## config.mk

```make
export PLATFORM = sky130hd
export DESIGN_NAME = addr_conv_pipe
export DESIGN_NICKNAME = d
export VERILOG_FILES = /design/src/rtl/addr_conv_pipe.sv
export SDC_FILE = /design/constraint.sdc
export NUM_CORES = 1
export LEC_CHECK = 0
export CAP_MARGIN = 5
export CORE_AREA = 2 2 154 156
export CTS_CLUSTER_DIAMETER = 120
export DETAILED_ROUTE_END_ITERATION = 8
export DIE_AREA = 0 0 156 158
export PLACE_DENSITY = 0.63
export REMOVE_ABC_BUFFERS = 1
export SYNTH_ARGS = -nofsm -noshare
export SYNTH_HDL_FRONTEND = slang
export SYNTH_SLANG_ARGS = --single-unit
```

## constraint.sdc

```tcl
create_clock -name clk -period 3 [get_ports clk]
set_input_delay 0.45 -clock clk [delete_from_list [all_inputs] [get_ports clk]]
set_output_delay 0.45 -clock clk [all_outputs]
set_load 0.005 [all_outputs]
```

## src/rtl/addr_conv_pipe.sv

```systemverilog
// Converts hash-table candidate addresses to window-relative read address and match offset.
// Latency 2 (accept edge N, result visible after edge N+1, handshaken at N+2), throughput 1/cycle.
// Stalls whole pipe when out_valid && !out_ready; bubbles collapse. Optional stats: ADDR_CONV_STATS_EN.
module addr_conv_pipe #(
  parameter int ABS_W    = 32,
  parameter int WIN_W    = 16,
  parameter int MAX_DIST = 65535
) (
  input  logic             clk,
  input  logic             rst,
  input  logic             head_ld,
  input  logic [ABS_W-1:0] head_in,
  input  logic             head_adv,
  input  logic             in_valid,
  output logic             in_ready,
  input  logic [ABS_W-1:0] cand_addr,
  input  logic [ABS_W-1:0] cur_addr,
  output logic             out_valid,
  input  logic             out_ready,
  output logic [WIN_W-1:0] relate_raddr,
  output logic [WIN_W-1:0] match_offset,
  output logic             outofrange,
  output logic [ABS_W-1:0] head_addr
`ifdef ADDR_CONV_STATS_EN
  ,
  input  logic             stats_clr,
  output logic [15:0]      hit_cnt,
  output logic [15:0]      miss_cnt
`endif
);

  localparam logic [ABS_W-1:0] MAX_DIST_A = ABS_W'(MAX_DIST);

  logic             s1_vld;
  logic [ABS_W-1:0] s1_d_head;
  logic [ABS_W-1:0] s1_d_cur;
  logic             s2_vld;
  logic             pipe_adv;
  logic             accept;
  logic             oor_c;

  // Stage 2 drains or is empty: the whole pipe may move one step.
  assign pipe_adv  = !s2_vld || out_ready;
  assign in_ready  = pipe_adv;
  assign accept    = in_valid && pipe_adv;
  assign out_valid = s2_vld;

  // Candidate unusable: behind head / outside window, equal to cur, or too far back.
  always_comb begin
    oor_c = 1'b0;
    if ((|s1_d_head[ABS_W-1:WIN_W]) || (s1_d_cur == '0) || (s1_d_cur > MAX_DIST_A))
      oor_c = 1'b1;
  end

  // Window head register; load beats advance, both ignore pipeline stall.
  always_ff @(posedge clk) begin
    if (rst)
      head_addr <= '0;
    else if (head_ld)
      head_addr <= head_in;
    else if (head_adv)
      head_addr <= head_addr + 1'b1;
  end

  // Stage 1: modular differences against the pre-update head value.
  always_ff @(posedge clk) begin
    if (rst) begin
      s1_vld    <= 1'b0;
      s1_d_head <= '0;
      s1_d_cur  <= '0;
    end else if (pipe_adv) begin
      s1_vld <= accept;
      if (accept) begin
        s1_d_head <= cand_addr - head_addr;
        s1_d_cur  <= cur_addr - cand_addr;
      end
    end
  end

  // Stage 2: range classification; outputs forced to zero when empty or out of range.
  always_ff @(posedge clk) begin
    if (rst) begin
      s2_vld       <= 1'b0;
      relate_raddr <= '0;
      match_offset <= '0;
      outofrange   <= 1'b0;
    end else if (pipe_adv) begin
      s2_vld     <= s1_vld;
      outofrange <= s1_vld && oor_c;
      if (s1_vld && !oor_c) begin
        relate_raddr <= s1_d_head[WIN_W-1:0];
        match_offset <= s1_d_cur[WIN_W-1:0];
      end else begin
        relate_raddr <= '0;
        match_offset <= '0;
      end
    end
  end

`ifdef ADDR_CONV_STATS_EN
  logic out_hs;
  assign out_hs = s2_vld && out_ready;

  // Saturating hit/miss counters per delivered result; clear beats increment.
  always_ff @(posedge clk) begin
    if (rst || stats_clr) begin
      hit_cnt  <= '0;
      miss_cnt <= '0;
    end else if (out_hs) begin
      if (outofrange) begin
        if (miss_cnt != 16'hFFFF) miss_cnt <= miss_cnt + 16'd1;
      end else begin
        if (hit_cnt != 16'hFFFF) hit_cnt <= hit_cnt + 16'd1;
      end
    end
  end
`endif

endmodule

```

Word level (Yosys, flattened, before mapping):

Cells that the tools add are included.
W data, S select, Z words.

* bits in registers: 131
* input bits: 102
* output and inout bits: 67

* add/subtract/negate cells: 3
* order comparisons: 1
* muxes and demuxes: 5
* reductions and logical operators: 12

Operators by type and width (number)
* $mux W32: 2
* $sub A32 B32 Y32: 2
* $add A32 B1 Y32 const B: 1
* $gt A32 B16 Y1 const B: 1
* $logic_not A32 Y1: 1
* $mux W16: 2
* $reduce_or A16 Y1: 1
* $logic_and A1 B1 Y1: 3
* $logic_or A1 B1 Y1: 3
* $logic_not A1 Y1: 2
* $reduce_and A2 Y1: 1
* $reduce_bool A2 Y1: 1
* $mux W1: 1

Longest topological paths before layout:

Gate-level depths: netlist (run 1).

* depth after elaboration: 7
* gate-level depth with buffers: 10
* mapped depth without buffers: 10

Worst setup path after synthesis (run 1):

No wires, ideal clock.

* path type: input port to flip-flop
* start: in cur_addr[0]
* end: reg s1_d_cur[28]
* library setup time: 0.074 ns
* data arrival time: 2.524 ns
* required time: 2.926 ns
* path slack: 0.402 ns
* stages on the path: 10
* cell sequence: inv_1 ha_1 fa_1 and2b_1 o2111ai_1 a21o_1 a31oi_2 a31oi_1 or4_1 a31oi_1

* longest elaborated chain between the ends: 1

Ends and longest elaborated chain
* start, declared: line 17 `input logic [ABS_W-1:0] cur_addr,`
* $sub A32 B32 Y32: line 75 `s1_d_cur <= cur_addr - cand_addr;`
* end signal, assigned: line 75
* end, declared: line 36 `logic [ABS_W-1:0] s1_d_cur;`

No other way between the ends.
A chain may end at the register's enable or synchronous reset.

Worst setup path after layout (run 1):

* start: in cur_addr[0]
* end: reg s1_d_cur[22]

The elaborated chain is that of the path after synthesis.

==> flow_metrics.env, run 1 <==
export IMPL_grt_max_degree=45
export IMPL_hold_viol=0
export IMPL_cts_tree="yes"
export IMPL_drv_slew=0
export IMPL_setup_viol=0
export IMPL_critical_path_class="in -> reg"
export IMPL_yosys_area_share_simple=0.233
export IMPL_async_flop_share=0
export IMPL_dieWidth_um=156
export IMPL_whs_ps=451
export IMPL_max_slew_margin=0.672
export IMPL_vias=9379
export IMPL_antenna_found_initial=0
export IMPL_rrSetupSlack_ps=380
export IMPL_overflow=0
export IMPL_final_setup_tns_ps=0
export IMPL_fp_coreArea_um2=23100
export IMPL_critPathTopFamily="compound AO/OA/AOI/OAI gates"
export IMPL_netlist_top_cells_area="dfxtp_1 (29%), ha_1 (8.7%), a21oi_1 (5.9%)"
export IMPL_dpl_hpwl_um=22400
export IMPL_yosysWarnings=0
export IMPL_wire_per_inst_um=16.8
export IMPL_gp_congestion=0.877
export IMPL_r2r_end="s1_d_head[29]"
export IMPL_synth_compound_area_frac=0.259
export IMPL_io_buffer_count=168
export IMPL_synth_top_family_by_area="compound AO/OA/AOI/OAI gates"
export IMPL_synth_mux_area_fraction=0.00555
export IMPL_first_pass_iters=8
export IMPL_drc_errors=0
export IMPL_cp_cell_sequence="clkdlybuf4s50_1 -> inv_1 -> ha_1 -> fa_1 -> and2b_1 -> o2111ai_1 -> a21o_1 -> o21ai_2 -> o21ai_0 -> a21o_1 -> a32o_1"
export IMPL_hp_class="reg -> reg"
export IMPL_synth_area_leader_cell="dfxtp_1"
export IMPL_crit_path_frequent_cell="a21o_1"
export IMPL_drtIter0Drc=522
export IMPL_synthCells=1182
export IMPL_outcome="finished, final reports clean"
export IMPL_num_rows=56
export IMPL_clk_pin_slew_worst_paths_ps=60
export IMPL_die_height_um=158
export IMPL_netlist_area_um2=9010
export IMPL_grt_pass1_wl_um=46200
export IMPL_root_buffer="clkbuf_16"
export IMPL_yosysMostFrequentCell="dfxtp_1"
export IMPL_areaGrowthSynthToFinish_pct=35.9
export IMPL_gr_usage_all_layers=0.236
export IMPL_fmax_ghz=0.354
export IMPL_cp_slowest_stage_delay_ps=450
export IMPL_antenna_cells=0
export IMPL_startpoint="cur_addr[0]"
export IMPL_clk_latency_ps=430
export IMPL_power_density_nw_per_um2=464
export IMPL_skew_ps=10.8
export IMPL_avgSynthCellArea_um2=7.63
export IMPL_postRouteAntennaNets=0
export IMPL_rsz0062_at_grt="no"
export IMPL_reg2reg_from="head_addr[1]"
export IMPL_synthFlopType="dfxtp_1"
export IMPL_fin_util=0.532
export IMPL_crit_slowest_cell="clkdlybuf4s50_1"
export IMPL_h_tree_depth=4
export IMPL_dieArea_um2=24600
export IMPL_synth_distinct_cells=82
export IMPL_cts_made_buffers=17
export IMPL_crit_required_ps=3320
export IMPL_start_util=0.391
export IMPL_cts_path_max_buffers=2
export IMPL_vdd_drop_max_uv=291
export IMPL_ys_ff_latch=131
export IMPL_cp_arrival_ps=3140
export IMPL_nNetsFinal=1588
export IMPL_endpoint_kind="register"
export IMPL_startpoint_type="input port"
export IMPL_grt_pass1_vias=9013
export IMPL_io_pins=169
export IMPL_ys_seq_area_frac=0.291
export IMPL_setup_worst_path_end="s1_d_cur[22]"
export IMPL_cp_num_buf_inv=2
export IMPL_drt_total_wl_um=29000
export IMPL_synth_edff_count=0
export IMPL_r2r_cells=9
export IMPL_leakagePower_nw=4.91
export IMPL_drive_gt1_frac=0.120
export IMPL_cts_sinks=131
export IMPL_worstMarginPinSlew_ps=491
export IMPL_drv_cap=0
export IMPL_period_share=0.942
export IMPL_yosys_area_share_adder=0.0919
export IMPL_cp_num_cells=11
export IMPL_cp_max_fo=4
export IMPL_synth_common_cells="dfxtp_1 (131), nand2_1 (125), nor2_1 (114)"
export IMPL_synth_top_area_frac=0.291
export IMPL_viasPerCell=5.44
export IMPL_synth_xor_area_frac=0.0583
export IMPL_period_needed_ps=2830
export IMPL_cts_setup_buffers=0
==> how the worst min path moves through the flow <==
stage                              from            end  slack [ps]  cells after the start
after floorplan           s1_d_head[20]  s1_d_head[20]         420                      2
after global placement    s1_d_head[18]  s1_d_head[18]         430                      2
after detailed placement  s1_d_head[18]  s1_d_head[18]         440                      2
after CTS                 s1_d_head[18]  s1_d_head[18]         450                      2
after global routing      s1_d_head[14]  s1_d_head[14]         460                      2
final                     s1_d_head[18]  s1_d_head[18]         450                      2
==> worst register-to-register path: cells and delay by family (launching register included) <==
kind | cells | cell delay [ps]
flip-flops | 1 | 510
adder cells (fa/ha/maj) | 1 | 270
buffers and inverters | 1 | 90
AND/OR/NAND/NOR | 2 | 630
AO/OA/AOI/OAI | 5 | 1060
==> sequential cells by signal (all words and copies together), names as in the netlist <==
register and cells:
s1_d_head 32, relate_raddr 16, out_valid 1, match_offset 16, s1_d_cur 32, head_addr 32
s1_vld 1, outofrange 1
==> power by group <==
group,total (W),internal [W],switching [W]
clock,0.00213,0.00124,0.000890
combinational,0.00159,0.000754,0.000838
sequential,0.00196,0.00187,0.0000946
total,0.00568,0.00386,0.00182
==> what timing repair did <==
item | in CTS | in global routing
gates resized for setup | 0 | 1
hold buffers | 0 | 0
endpoints found under the setup margin | 0 | 2
==> layout make-up <==
type,instances,area (µm²)
flip-flops and latches,131,2620
clock inverters,13,148
multi-input cells,912,5850
well taps,290,363
inverters,79,297
fillers,2207,10800
clock buffers,19,433
repair buffers,280,2540
==> cells by family (layout without fill, tap and decap cells) <==
group,Yosys count,in the layout
AOI/OAI and AO/OA,351,351
xor gates and xnor gates,60,60
adders and majority gates,65,65
buffers and inverters,139,391
DFF,131,131
muxes,5,5
and+or+nand+nor,431,431
==> cells in the final DEF, fill, tap and decap left out, types with 12 or more instances in the layout <==
cell | Yosys | final
o21ai_0 | 61 | 61
nand3_1 | 42 | 42
nand4_1 | 29 | 29
xnor2_1 | 37 | 37
nand2_1 | 125 | 125
a21oi_1 | 107 | 107
clkdlybuf4s50_1 | 0 | 167
nor3_1 | 20 | 20
and2_1 | 13 | 13
inv_1 | 77 | 77
a211oi_1 | 24 | 23
clkbuf_16 | 0 | 17
ha_1 | 63 | 63
and3_1 | 12 | 12
nor4_1 | 19 | 19
dfxtp_1 | 131 | 131
buf_4 | 0 | 111
a22oi_1 | 34 | 34
xor2_1 | 23 | 23
a21o_1 | 21 | 21
a31oi_1 | 14 | 14
nor2_1 | 114 | 114
==> metal layers <==
layer / vias to the layer above / global-route usage / share of wire / wire length, µm
li1: 4752 / - / - / -
met1: 4354 / 0.319 / 0.47 / 13600
met2: 239 / 0.395 / 0.47 / 13600
met3: 34 / 0.0298 / 0.043 / 1250
met4: 0 / 0.0695 / 0.018 / 534
met5: - / 0 / 0 / 0
==> through the flow <==
stage / setup slack (ps) / cell area [µm²] / instances / power, W
2_1_floorplan: -803 / 8760 / 1122 / 0.00287
3_3_place_gp: -265 / 11700 / 1692 / 0.00356
3_5_place_dp: -275 / 11700 / 1692 / 0.00357
4_1_cts: 138 / 12200 / 1724 / 0.00569
5_1_grt: 23.8 / 12300 / 1724 / 0.00595
6_report: 174 / 12300 / 1724 / 0.00568
Power figures use the tool's default switching activity.
==> run 2, diff against run 1 <==
Settings changed: ABC_AREA from default to 0, CORE_AREA 2 2 154 156 to 2 2 177 179, DIE_AREA 0 0 156 158 to 0 0 179 181, PLACE_DENSITY 0.63 to 0.5.
==> flow_metrics.env, run 2 (synthesis results as in run 1) <==
export IMPL_crit_required_ps=3310
export IMPL_fp_coreArea_um2=30300
export IMPL_outcome="finished, final reports clean"
export IMPL_clk_pin_slew_worst_paths_ps=70
export IMPL_max_slew_margin=0.593
export IMPL_num_rows=64
export IMPL_n_fill_cell=3138
export IMPL_grt_pass1_vias=9217
export IMPL_io_buffer_count=168
export IMPL_cts_path_max_buffers=2
export IMPL_die_height_um=181
export IMPL_areaGrowthSynthToFinish_pct=39.8
export IMPL_rrSetupSlack_ps=310
export IMPL_layout_common_cells="clkdlybuf4s50_1 (167), buf_4 (138), dfxtp_1 (131)"
export IMPL_cts_made_buffers=17
export IMPL_fmax_ghz=0.350
export IMPL_antenna_cells=0
export IMPL_antenna_found_initial=0
export IMPL_cp_arrival_ps=3170
export IMPL_drt_total_wl_um=31600
export IMPL_root_buffer="clkbuf_16"
export IMPL_drive_gt1_frac=0.137
export IMPL_holdBufCountCts=0
export IMPL_setup_viol=0
export IMPL_period_share=0.952
export IMPL_endpoint_kind="register"
export IMPL_hp_class="in -> reg"
export IMPL_worstMarginPinSlew_ps=609
export IMPL_first_pass_iters=5
export IMPL_cp_max_fo=4
export IMPL_final_cells=1857
export IMPL_drtIter0Drc=506
export IMPL_dieArea_um2=32400
export IMPL_worstHoldPathCells=2
export IMPL_grt_pass1_wl_um=50100
export IMPL_period_needed_ps=2860
export IMPL_pwr_share_seq=0.335
export IMPL_drv_cap=0
export IMPL_intPower_w=0.00394
export IMPL_grt_max_degree=49
export IMPL_clkPwrFrac=0.381
export IMPL_nNetsFinal=1615
export IMPL_dp_cells=1825
export IMPL_leakagePower_nw=5.05
export IMPL_hold_viol=0
export IMPL_gp_congestion=0.856
export IMPL_r2r_cells=10
export IMPL_dpl_hpwl_um=24900
export IMPL_skew_ps=16.6
export IMPL_start_util=0.297
export IMPL_cp_cell_sequence="clkdlybuf4s50_1 -> inv_1 -> ha_1 -> fa_1 -> nand2b_1 -> a211oi_1 -> buf_4 -> o21ai_1 -> a21oi_1 -> nor2_1 -> o2111a_1 -> a221o_1"
export IMPL_drc_errors=0
export IMPL_power_density_nw_per_um2=464
export IMPL_p_sw_w=0.00191
export IMPL_cts_resized=0
export IMPL_reg2reg_from="head_addr[0]"
export IMPL_final_common_cell="clkdlybuf4s50_1"
export IMPL_rsz0062_at_grt="no"
export IMPL_startpoint_type="input port"
export IMPL_wire_per_inst_um=17.0
export IMPL_clk_latency_ps=430
export IMPL_worstHoldEndpoint="s1_d_head[3]"
export IMPL_drv_slew=0
export IMPL_cts_sinks=131
export IMPL_reg_top3="head_addr (32), s1_d_cur (32), s1_d_head (32)"
export IMPL_h_tree_depth=4
export IMPL_cp_slowest_stage_delay_ps=500
export IMPL_p_sw_frac=0.327
export IMPL_p_comb_frac=0.284
export IMPL_hold_start="rst"
export IMPL_crit_slowest_cell="clkdlybuf4s50_1"
export IMPL_dieWidth_um=179
export IMPL_vdd_drop_max_uv=378
export IMPL_r2r_end="s1_d_head[26]"
export IMPL_critical_path_class="in -> reg"
export IMPL_io_pins=169
export IMPL_cts_tree="yes"
export IMPL_cts_setup_buffers=0
export IMPL_viasPerCell=5.03
export IMPL_overflow=0
export IMPL_vias=9334
export IMPL_gr_usage_all_layers=0.197
export IMPL_whs_ps=405
export IMPL_postRouteAntennaNets=0
[run 2: per-stage QoR]
stage | power (W) | utilization | TNS, ps | worst slack [ps] | instance area [µm²]
after detailed placement | 0.00365 | 0.395 | -2160 | -273 | 12000
final | 0.00585 | 0.415 | 0 | 143 | 12600
after global placement | 0.00364 | 0.395 | -1930 | -273 | 12000
after floorplan | 0.00287 | - | -20340 | -803 | 8760
after global routing | 0.00615 | 0.415 | 0 | 6.28 | 12600
after CTS | 0.00588 | 0.415 | 0 | 163 | 12600
[run 2: area by class of cell]
type	count	area, µm²	share of cell area
Multi-Input combinational cell	912	5840	0.463
Timing Repair Buffer	307	2750	0.218
Sequential cell	131	2620	0.208
Tap cell	396	495	0.0393
Clock buffer	18	439	0.0348
Inverter	79	297	0.0235
Clock inverter	14	165	0.0131
[run 2: worst max path at each step]
stage,from,end,slack (ps),depth (start not counted)
final,cand_addr[0],s1_d_head[26],140,12
after global routing,cand_addr[0],s1_d_head[26],6,12
after CTS,cand_addr[0],s1_d_head[26],160,12
after detailed placement,cand_addr[0],s1_d_head[26],-270,12
after global placement,cand_addr[0],s1_d_head[26],-270,12
after floorplan,out_ready,s1_d_head[27],-800,6
[run 2: worst max-delay path, delay by kind of cell]
kind / cells / cell delay, ps
AO/OA/AOI/OAI: 5 / 1100
buffers and inverters: 3 / 740
adder cells (fa/ha/maj): 2 / 590
AND/OR/NAND/NOR: 2 / 280
[run 2: power by group through the flow]
stage	clock network (W)	logic, W	registers [W]
2_1_floorplan	0	0.000897	0.00197
3_3_place_gp	0	0.00165	0.00200
3_5_place_dp	0	0.00165	0.00200
4_1_cts	0.00226	0.00166	0.00196
5_1_grt	0.00234	0.00183	0.00198
6_report	0.00223	0.00166	0.00196
[run 2: routing by layer]
layer | wire, µm | track usage
met1 | 15300 | 0.274
met3 | 1080 | 0.0225
met4 | 697 | 0.0595
met5 | 0 | 0
met2 | 14500 | 0.316
